**config.mk**
```make
export PLATFORM = sky130hd
export DESIGN_NAME = trace_trigger_ctrl
export DESIGN_NICKNAME = d
export VERILOG_FILES = /design/src/rtl/trace_pkg.sv /design/src/rtl/trace_trigger_ctrl.sv
export SDC_FILE = /design/constraint.sdc
export NUM_CORES = 1
export LEC_CHECK = 0
export BUFFER_PORTS_ARGS = -buffer_cell sky130_fd_sc_hd__buf_2
export CELL_PAD_IN_SITES_DETAIL_PLACEMENT = 1
export CELL_PAD_IN_SITES_GLOBAL_PLACEMENT = 1
export CORE_ASPECT_RATIO = 0.5
export CORE_UTILIZATION = 35
export CTS_CLUSTER_SIZE = 25
export DETAILED_ROUTE_END_ITERATION = 10
export GPL_TIMING_DRIVEN = 0
export PLACE_DENSITY_LB_ADDON = 0.1
export SYNTH_ARGS = -nofsm -noshare
export SYNTH_HDL_FRONTEND = slang
export SYNTH_SLANG_ARGS = --single-unit
```
**constraint.sdc**
```tcl
create_clock -name clk -period 5 [get_ports clk]
set_input_delay 1 -clock clk [delete_from_list [all_inputs] [get_ports clk]]
set_output_delay 1 -clock clk [all_outputs]
set_load 0.02 [all_outputs]
```
**src/rtl/trace_pkg.sv**
```systemverilog
// Shared definitions for the trace trigger controller.
// Holds the capture FSM state encoding and the counter width.
package trace_pkg;

    localparam int CNT_W = 16;

    typedef enum logic [1:0] {
        ST_IDLE     = 2'd0,
        ST_ARMED    = 2'd1,
        ST_POSTTRIG = 2'd2,
        ST_DONE     = 2'd3
    } trace_state_e;

endpackage

```
**src/rtl/trace_trigger_ctrl.sv**
```systemverilog
// Trace trigger controller: captures samples into an external ring buffer
// around a trigger event, then lets software drain the buffer.
// Ports:
//   clk, resetn            clock, synchronous active-low reset
//   sample_i/_valid_i      trace sample stream; trig_i qualified by valid
//   arm_i, stop_i          start / manually end a capture
//   posttrig_i             samples kept after the trigger (latched on arm)
//   rd_req_i               pop one sample; rd_data_o/rd_valid_o/rd_err_o
//   tb_*                   ring-buffer write/read/clear port
//   state_o, triggered_o, sample_cnt_o  status
module trace_trigger_ctrl
    import trace_pkg::*;
#(
    parameter int BITWIDTH = 8,
    parameter int BITDEPTH = 4
) (
    input  logic                clk,
    input  logic                resetn,
    input  logic [BITWIDTH-1:0] sample_i,
    input  logic                sample_valid_i,
    input  logic                trig_i,
    input  logic                arm_i,
    input  logic                stop_i,
    input  logic [15:0]         posttrig_i,
    input  logic                rd_req_i,
    output logic [BITWIDTH-1:0] rd_data_o,
    output logic                rd_valid_o,
    output logic                rd_err_o,
    output logic [BITWIDTH-1:0] tb_wport_o,
    output logic                tb_wenq_o,
    output logic                tb_rdeq_o,
    output logic                tb_clear_o,
    input  logic [BITWIDTH-1:0] tb_rport_i,
    input  logic                tb_full_i,
    input  logic                tb_empty_i,
    input  logic [BITDEPTH:0]   tb_count_i,
    output logic [1:0]          state_o,
    output logic                triggered_o,
    output logic [15:0]         sample_cnt_o
);

    trace_state_e        state_q, state_d;
    logic                triggered_q, triggered_d;
    logic [CNT_W-1:0]    sample_cnt_q, sample_cnt_d;
    logic [CNT_W-1:0]    posttrig_q, posttrig_d;
    logic [CNT_W-1:0]    remain_q, remain_d;
    logic                wenq_q, wenq_d;
    logic [BITWIDTH-1:0] wport_q, wport_d;
    logic                clear_q, clear_d;
    logic                rd_valid_q, rd_valid_d;
    logic                rd_err_q, rd_err_d;
    logic [BITWIDTH-1:0] rd_data_q, rd_data_d;

    logic capturing;
    logic take;
    logic has_data;
    logic rd_ok;

    assign capturing = (state_q == ST_ARMED) || (state_q == ST_POSTTRIG);
    // arm and stop both drop a sample arriving in the same cycle
    assign take = capturing && sample_valid_i && !arm_i && !stop_i;

    // a full buffer is never empty, so full also vouches for data
    assign has_data = !tb_empty_i && (tb_full_i || (tb_count_i != '0));

    // reads only while idle/done and never against a pending write/clear
    assign rd_ok = rd_req_i && !capturing && has_data
                   && !wenq_q && !clear_q && !arm_i;

    always_comb begin
        state_d      = state_q;
        triggered_d  = triggered_q;
        sample_cnt_d = sample_cnt_q;
        posttrig_d   = posttrig_q;
        remain_d     = remain_q;
        wenq_d       = 1'b0;
        wport_d      = wport_q;
        clear_d      = 1'b0;
        rd_valid_d   = rd_ok;
        rd_err_d     = rd_req_i && !rd_ok;
        rd_data_d    = rd_ok ? tb_rport_i : rd_data_q;

        if (arm_i) begin
            state_d      = ST_ARMED;
            clear_d      = 1'b1;
            triggered_d  = 1'b0;
            sample_cnt_d = '0;
            posttrig_d   = posttrig_i;
            remain_d     = '0;
        end else if (stop_i && capturing) begin
            state_d = ST_DONE;
        end else if (take) begin
            wenq_d  = 1'b1;
            wport_d = sample_i;
            if (sample_cnt_q != '1) begin
                sample_cnt_d = sample_cnt_q + 16'd1;
            end
            unique case (state_q)
                ST_ARMED: begin
                    if (trig_i) begin
                        triggered_d = 1'b1;
                        if (posttrig_q == '0) begin
                            state_d = ST_DONE;
                        end else begin
                            state_d  = ST_POSTTRIG;
                            remain_d = posttrig_q;
                        end
                    end
                end
                ST_POSTTRIG: begin
                    remain_d = remain_q - 16'd1;
                    if (remain_q == 16'd1) begin
                        state_d = ST_DONE;
                    end
                end
                default: ;
            endcase
        end
    end

    always_ff @(posedge clk) begin
        if (!resetn) begin
            state_q      <= ST_IDLE;
            triggered_q  <= 1'b0;
            sample_cnt_q <= '0;
            posttrig_q   <= '0;
            remain_q     <= '0;
            wenq_q       <= 1'b0;
            wport_q      <= '0;
            clear_q      <= 1'b0;
            rd_valid_q   <= 1'b0;
            rd_err_q     <= 1'b0;
            rd_data_q    <= '0;
        end else begin
            state_q      <= state_d;
            triggered_q  <= triggered_d;
            sample_cnt_q <= sample_cnt_d;
            posttrig_q   <= posttrig_d;
            remain_q     <= remain_d;
            wenq_q       <= wenq_d;
            wport_q      <= wport_d;
            clear_q      <= clear_d;
            rd_valid_q   <= rd_valid_d;
            rd_err_q     <= rd_err_d;
            rd_data_q    <= rd_data_d;
        end
    end

    assign tb_rdeq_o    = rd_ok;
    assign tb_wenq_o    = wenq_q;
    assign tb_wport_o   = wport_q;
    assign tb_clear_o   = clear_q;
    assign rd_valid_o   = rd_valid_q;
    assign rd_err_o     = rd_err_q;
    assign rd_data_o    = rd_data_q;
    assign state_o      = state_q;
    assign triggered_o  = triggered_q;
    assign sample_cnt_o = sample_cnt_q;

endmodule

```
=== Yosys cells after proc, flatten, opt, wreduce, memory -nomap -nowiden ===
Index checks and enable logic that the tools add are counted.
Widths: inputs -> output; s select.

* Bits in registers: 71
* Input port bits: 46
* Output and inout bits: 40

* $add $sub $neg: 2
* Eq/ne operators: 10
* Multiplexer cells: 12
* Bitwise gates (word level): 3
* Reduce and logical (&&, ||, !) cells: 35

{| class="wikitable"
|+ Operators by type and width
! kind !! number
|-
| $mux 16 || 2
|-
| $pmux 16 s2 || 1
|-
| $add 16x1->16 const B || 1
|-
| $eq 16x1->1 const B || 1
|-
| $logic_not 16->1 || 1
|-
| $ne 16x16->1 const B || 1
|-
| $sub 16x1->16 const B || 1
|-
| $reduce_and 4->1 || 3
|-
| $logic_and 1x1->1 || 11
|-
| $mux 2 || 4
|-
| $logic_not 1->1 || 7
|-
| $reduce_and 3->1 || 2
|-
| $reduce_bool 3->1 || 2
|-
| $reduce_and 5->1 || 1
|-
| $reduce_bool 5->1 || 1
|-
| $mux 1 || 4
|-
| $ne 2x2->1 const B || 2
|-
| $ne 4x2->1 const B || 1
|-
| $ne 4x3->1 const B || 1
|-
| $pmux 2 s2 || 1
|-
| $reduce_bool 2->1 || 2
|-
| $reduce_bool 4->1 || 1
|-
| $ne 3x1->1 const B || 1
|-
| $ne 3x2->1 const B || 1
|-
| other kinds (6) || 9
|}

=== Logic depth before layout (Yosys ltp) ===
* Depth in word-level cells: 10
* Gate-level depth with buffers: 8
* Gate-level depth less buffers: 7

=== Least setup slack after synthesis ===
OpenSTA, ideal clock, no wires.

* Kind: input-to-output
* Start: in tb_empty_i
* End: out tb_rdeq_o
* Data arrival time: 1888 ps
* Data required time: 4000 ps
* Slack: 2112 ps
* Cell stages on the path: 4
* Buffers on the path: 1
* Cells stage by stage: nor2_1 nand4_1 a21oi_1 buf_1

* Word-level cells in the longest chain between the ends: 6

{| class="wikitable"
|+ RTL lines
! element !! line !! source
|-
| start, declared || trace_trigger_ctrl.sv:35 || <nowiki>input logic tb_empty_i,</nowiki>
|-
| $logic_not 1->1 || trace_trigger_ctrl.sv:64 || <nowiki>assign has_data = !tb_empty_i && (tb_full_i || (tb_count_i != '0));</nowiki>
|-
| $logic_and 1x1->1 || trace_trigger_ctrl.sv:64 ||
|-
| $logic_and 1x1->1 || trace_trigger_ctrl.sv:67 || <nowiki>assign rd_ok = rd_req_i && !capturing && has_data</nowiki>
|-
| $logic_and 1x1->1 (3 in series) || trace_trigger_ctrl.sv:68 || <nowiki>&& !wenq_q && !clear_q && !arm_i;</nowiki>
|-
| end, declared || trace_trigger_ctrl.sv:31 || <nowiki>output logic tb_rdeq_o,</nowiki>
|}

Every way passes these cells.

=== Final worst setup path ===
* Start: in arm_i
* End: out tb_rdeq_o

* Word-level cells in the longest chain between the ends: 2

{| class="wikitable"
|+ RTL lines
! element !! line !! source
|-
| start, declared || trace_trigger_ctrl.sv:22 || <nowiki>input logic arm_i,</nowiki>
|-
| $logic_not 1->1 || trace_trigger_ctrl.sv:68 ||
|-
| $logic_and 1x1->1 || trace_trigger_ctrl.sv:68 ||
|}

Every way passes these cells.

==> metrics.md <==
| Metric | Value |
|---|---|
| Post-CTS Setup Repair Bufs | `0` |
| Pwr Total | `1305 µW` |
| Internal power | `990.3 µW` |
| Buffers and inverters on the worst path | `3` |
| Sequence of cells on the critical path | `buf_2 -> nor2_1 -> nand4_1 -> a21oi_1 -> buf_1 -> buf_2` |
| Critical Path Stages | `6` |
| Ranking of synthesized cells by area | `dfxtp_1, mux2i_1, nand2_1` |
| Sw frac | `0.2414` |
| Global placer's final weighted congestion | `0.7823` |
| Top FF cell, synth | `dfxtp_1` |
| Leakage | `0.001736 µW` |
| Worst Hold Class | `register to register` |
| Post-Synth XOR/XNOR Area | `0.02077` |
| CP startpoint | `arm_i` |
| H-Tree Depth | `3` |
| Drt total wl | `9.517 mm` |
| Syn Nets | `434` |
| Die height | `71.42 µm` |
| Clock Sinks | `71` |
| Reg2reg path depth | `7` |
| Syn-to-layout area delta | `25.19%` |
| Crit path top cell by count | `buf_2` |
| DIE AREA | `10060 µm²` |
| I/O pin cnt | `86` |
| Hold Buf Count CTS | `0` |
| Clk network pwr share | `0.456` |
| Critical Path RT | `4.00 ns` |
| Clk_lat worst skew | `0.33 ns` |
| Worst slew pin tran | `0.7435 ns` |
| Setup TNS Final | `0 ns` |
| Placed Area | `3945 µm²` |
| Number of synthesis warnings | `0` |
| Ant. Diodes | `0` |
| Global route total overflow | `0` |
| Initial antenna violation count | `0` |
| RSZ-0062 raised after global routing | `false` |
| Startpoint types | `input port` |
| Worst path slowest cell | `buf_1` |
| DR vias | `3127` |
| Clk pin slew, worst setup/hold paths | `0.06 ns` |
| Power per cell area | `309.1 nW/µm²` |
| Antenna-violating nets left | `0` |
| GRT Total Usage | `0.2027` |
| Largest net degree at the start of global routing | `12` |
| Total Nets Final | `530` |
| Main combinational cell family by area after synthesis | `simple AND/OR/NAND/NOR gates` |
| Mapped Cells | `383` |
| Synth top cells by count | `dfxtp_1, nand2_1, mux2i_1` |
| Maximum buffer depth of the clock tree | `2` |
| Rows | `24` |
| Drt via density | `5.203` |
| Crit end category | `primary output` |
| Psw | `315.1 µW` |
| FMAX | `298.1 MHz` |
| Flop pwr share | `0.452` |
| Skew final | `0.005291 ns` |
| Final hold vios | `0` |
| Mux cell area share after synthesis | `0.08902` |
| Width of the die | `140.8 µm` |
| Reg2Reg Capture Point | `sample_cnt_o[15]` |
| Simple logic cell fraction of the synthesized area | `0.2470` |
| CTS tree | `yes` |
| Count leader, synth | `dfxtp_1` |
| Max Cap Viol | `0` |
| Final setup vio count | `0` |
| VDD IR max | `169.8 µV` |
| Vias in the first global route | `3018` |
| Fraction of registers with async set/reset | `0` |
| Largest stage delay on the critical path | `0.52 ns` |
| Adder-cell area share of the yosys netlist | `0.01855` |
| Worst setup margin | `1.645 ns` |
| Critical path class | `input port to primary output` |
| Drt drc | `0` |
| Per-cell routed wire length | `15.84 µm` |
| Worst-path maximum fanout | `10` |
| Hpwl dp | `6.985 mm` |
| Core area | `9009 µm²` |
| Final Slew Violations | `0` |
| First-pass GRT wire length | `15.67 mm` |
| Post-layout min period | `3.355 ns` |
| Synthesized flop and latch total | `71` |
| Max-slew headroom | `0.4973` |
| Netlist Area Pre-Place | `3373 µm²` |
| Status | `complete, no violations` |
| Pre-CTS setup slack | `1.648 ns` |
| Syn Area/Cell | `8.807 µm²` |
| Delay-heaviest family, CP | `buffers and inverters` |
| Synth cell types | `51` |
| Share of the synthesized area in the top cell type | `0.4214` |
| R2r startpoint | `state_o[0]` |
| Compound-Gate Fraction of Synth Area | `0.1654` |
| First-pass DRT Iterations | `4` |
| Post-synth EDFFs | `0` |
| DRT iter0 DRCs | `173` |
| Combinational share of power | `0.091` |
| Layout cell share with drive strength beyond 1 | `0.2397` |
| Initial Util | `0.3744` |
| Design area | `4223 µm²` |
| # port buffers | `85` |
| Post-synthesis sequential area ratio | `0.4214` |
| R2r setup slk | `2.24 ns` |
| Critical Path End | `tb_rdeq_o` |
| Yosys top cell by area | `dfxtp_1` |
| Clock root cell | `clkbuf_16` |
| CTS buffer count | `9` |
| Data arrival, critical path | `2.35 ns` |
| Crit share post-route | `0.6710` |
| # resized after CTS | `0` |
-- cell families (layout without fill, tap and decap cells) --
family | Yosys count | count (layout)
simple gates | 163 | 163
compound gates | 73 | 73
flops | 71 | 71
buf+inv | 33 | 134
mux | 30 | 30
xor+xnor | 8 | 8
fa+ha+maj | 5 | 5
-- power by group through the flow --
stage	registers (µW)	logic, µW	clock network [µW]
2_1_floorplan	606	66.9	0
3_3_place_gp	602	118	0
3_5_place_dp	603	120	0
4_1_cts	590	120	615
5_1_grt	592	132	641
6_report	590	119	596
-- per-layer routing --
layer	share of wire	vias up	GRT usage
met5	0	-	0
met1	0.50	1520	0.2730
met4	0.0094	0	0.06643
met3	0.043	10	0.05013
li1	-	1548	-
met2	0.45	49	0.3212
-- area by class of cell --
class,instances,area [µm²]
sequential,71,1421
clock buffer,13,260.3
multi-input combinational,279,1824
clock inverter,3,17.52
timing repair buffer,85,425.4
fill,1106,4786
buffer,22,86.33
tap,117,146.4
inverter,11,41.29
-- worst min-delay path by stage --
stage / start / endpoint / slack [ns] / cells past startpoint
final: tb_wport_o[2] / tb_wport_o[2] / 0.46 / 2
after global routing: tb_wport_o[6] / tb_wport_o[6] / 0.49 / 2
after CTS: tb_wport_o[3] / tb_wport_o[3] / 0.47 / 2
after detailed placement: tb_wport_o[3] / tb_wport_o[3] / 0.46 / 2
after global placement: tb_wport_o[7] / tb_wport_o[7] / 0.45 / 2
after floorplan: remain_q[15] / remain_q[15] / 0.44 / 2
-- worst reg2reg max path: cells and delay by family (launching register included) --
kind / cells / cell delay, ns
buffers and inverters: 1 / 0.07
adders and majority gates: 1 / 0.35
DFF: 1 / 0.38
and+or+nand+nor: 3 / 1.51
AOI/OAI and AO/OA: 2 / 0.35
-- registers in the layout, summed over array words and instances, names as in the netlist --
signal	cells
rd_err_o	1
triggered_o	1
rd_valid_o	1
tb_wenq_o	1
sample_cnt_o	16
state_o	2
tb_wport_o	8
posttrig_q	16
rd_data_o	8
tb_clear_o	1
remain_q	16
-- cell usage in the layout, fill, tap and decap left out, types with 2 or more instances in the layout --
cell,Yosys,routed
a21boi_0,8,8
a21oi_1,23,23
a31oi_1,6,6
and2_1,4,4
and3_1,7,7
and4_1,2,2
buf_1,3,3
buf_2,3,88
clkbuf_1,16,18
clkbuf_16,0,9
clkbuf_8,0,2
clkinv_2,0,2
dfxtp_1,71,71
ha_1,5,5
inv_1,11,11
mux2i_1,30,30
nand2_1,47,47
nand2b_1,4,4
nand3_1,7,7
nand3b_1,2,2
nand4_1,9,9
nor2_1,27,27
nor2b_1,26,26
nor3_1,14,14
nor4_1,7,7
nor4b_1,2,2
o211ai_1,2,2
o21ai_0,7,7
o32ai_1,4,4
o32ai_2,6,6
xnor2_1,7,7
-- stage by stage --
stage / util / instances / hold WS, ns
3_5_place_dp: 0.4379 / 585 / 0.4579
6_report: 0.4688 / 601 / 0.4618
3_3_place_gp: 0.4379 / 585 / 0.4506
2_1_floorplan: - / 383 / 0.4391
4_1_cts: 0.4688 / 601 / 0.4658
5_1_grt: 0.4688 / 601 / 0.4886
No activity file was read; power rests on OpenSTA's default activity.
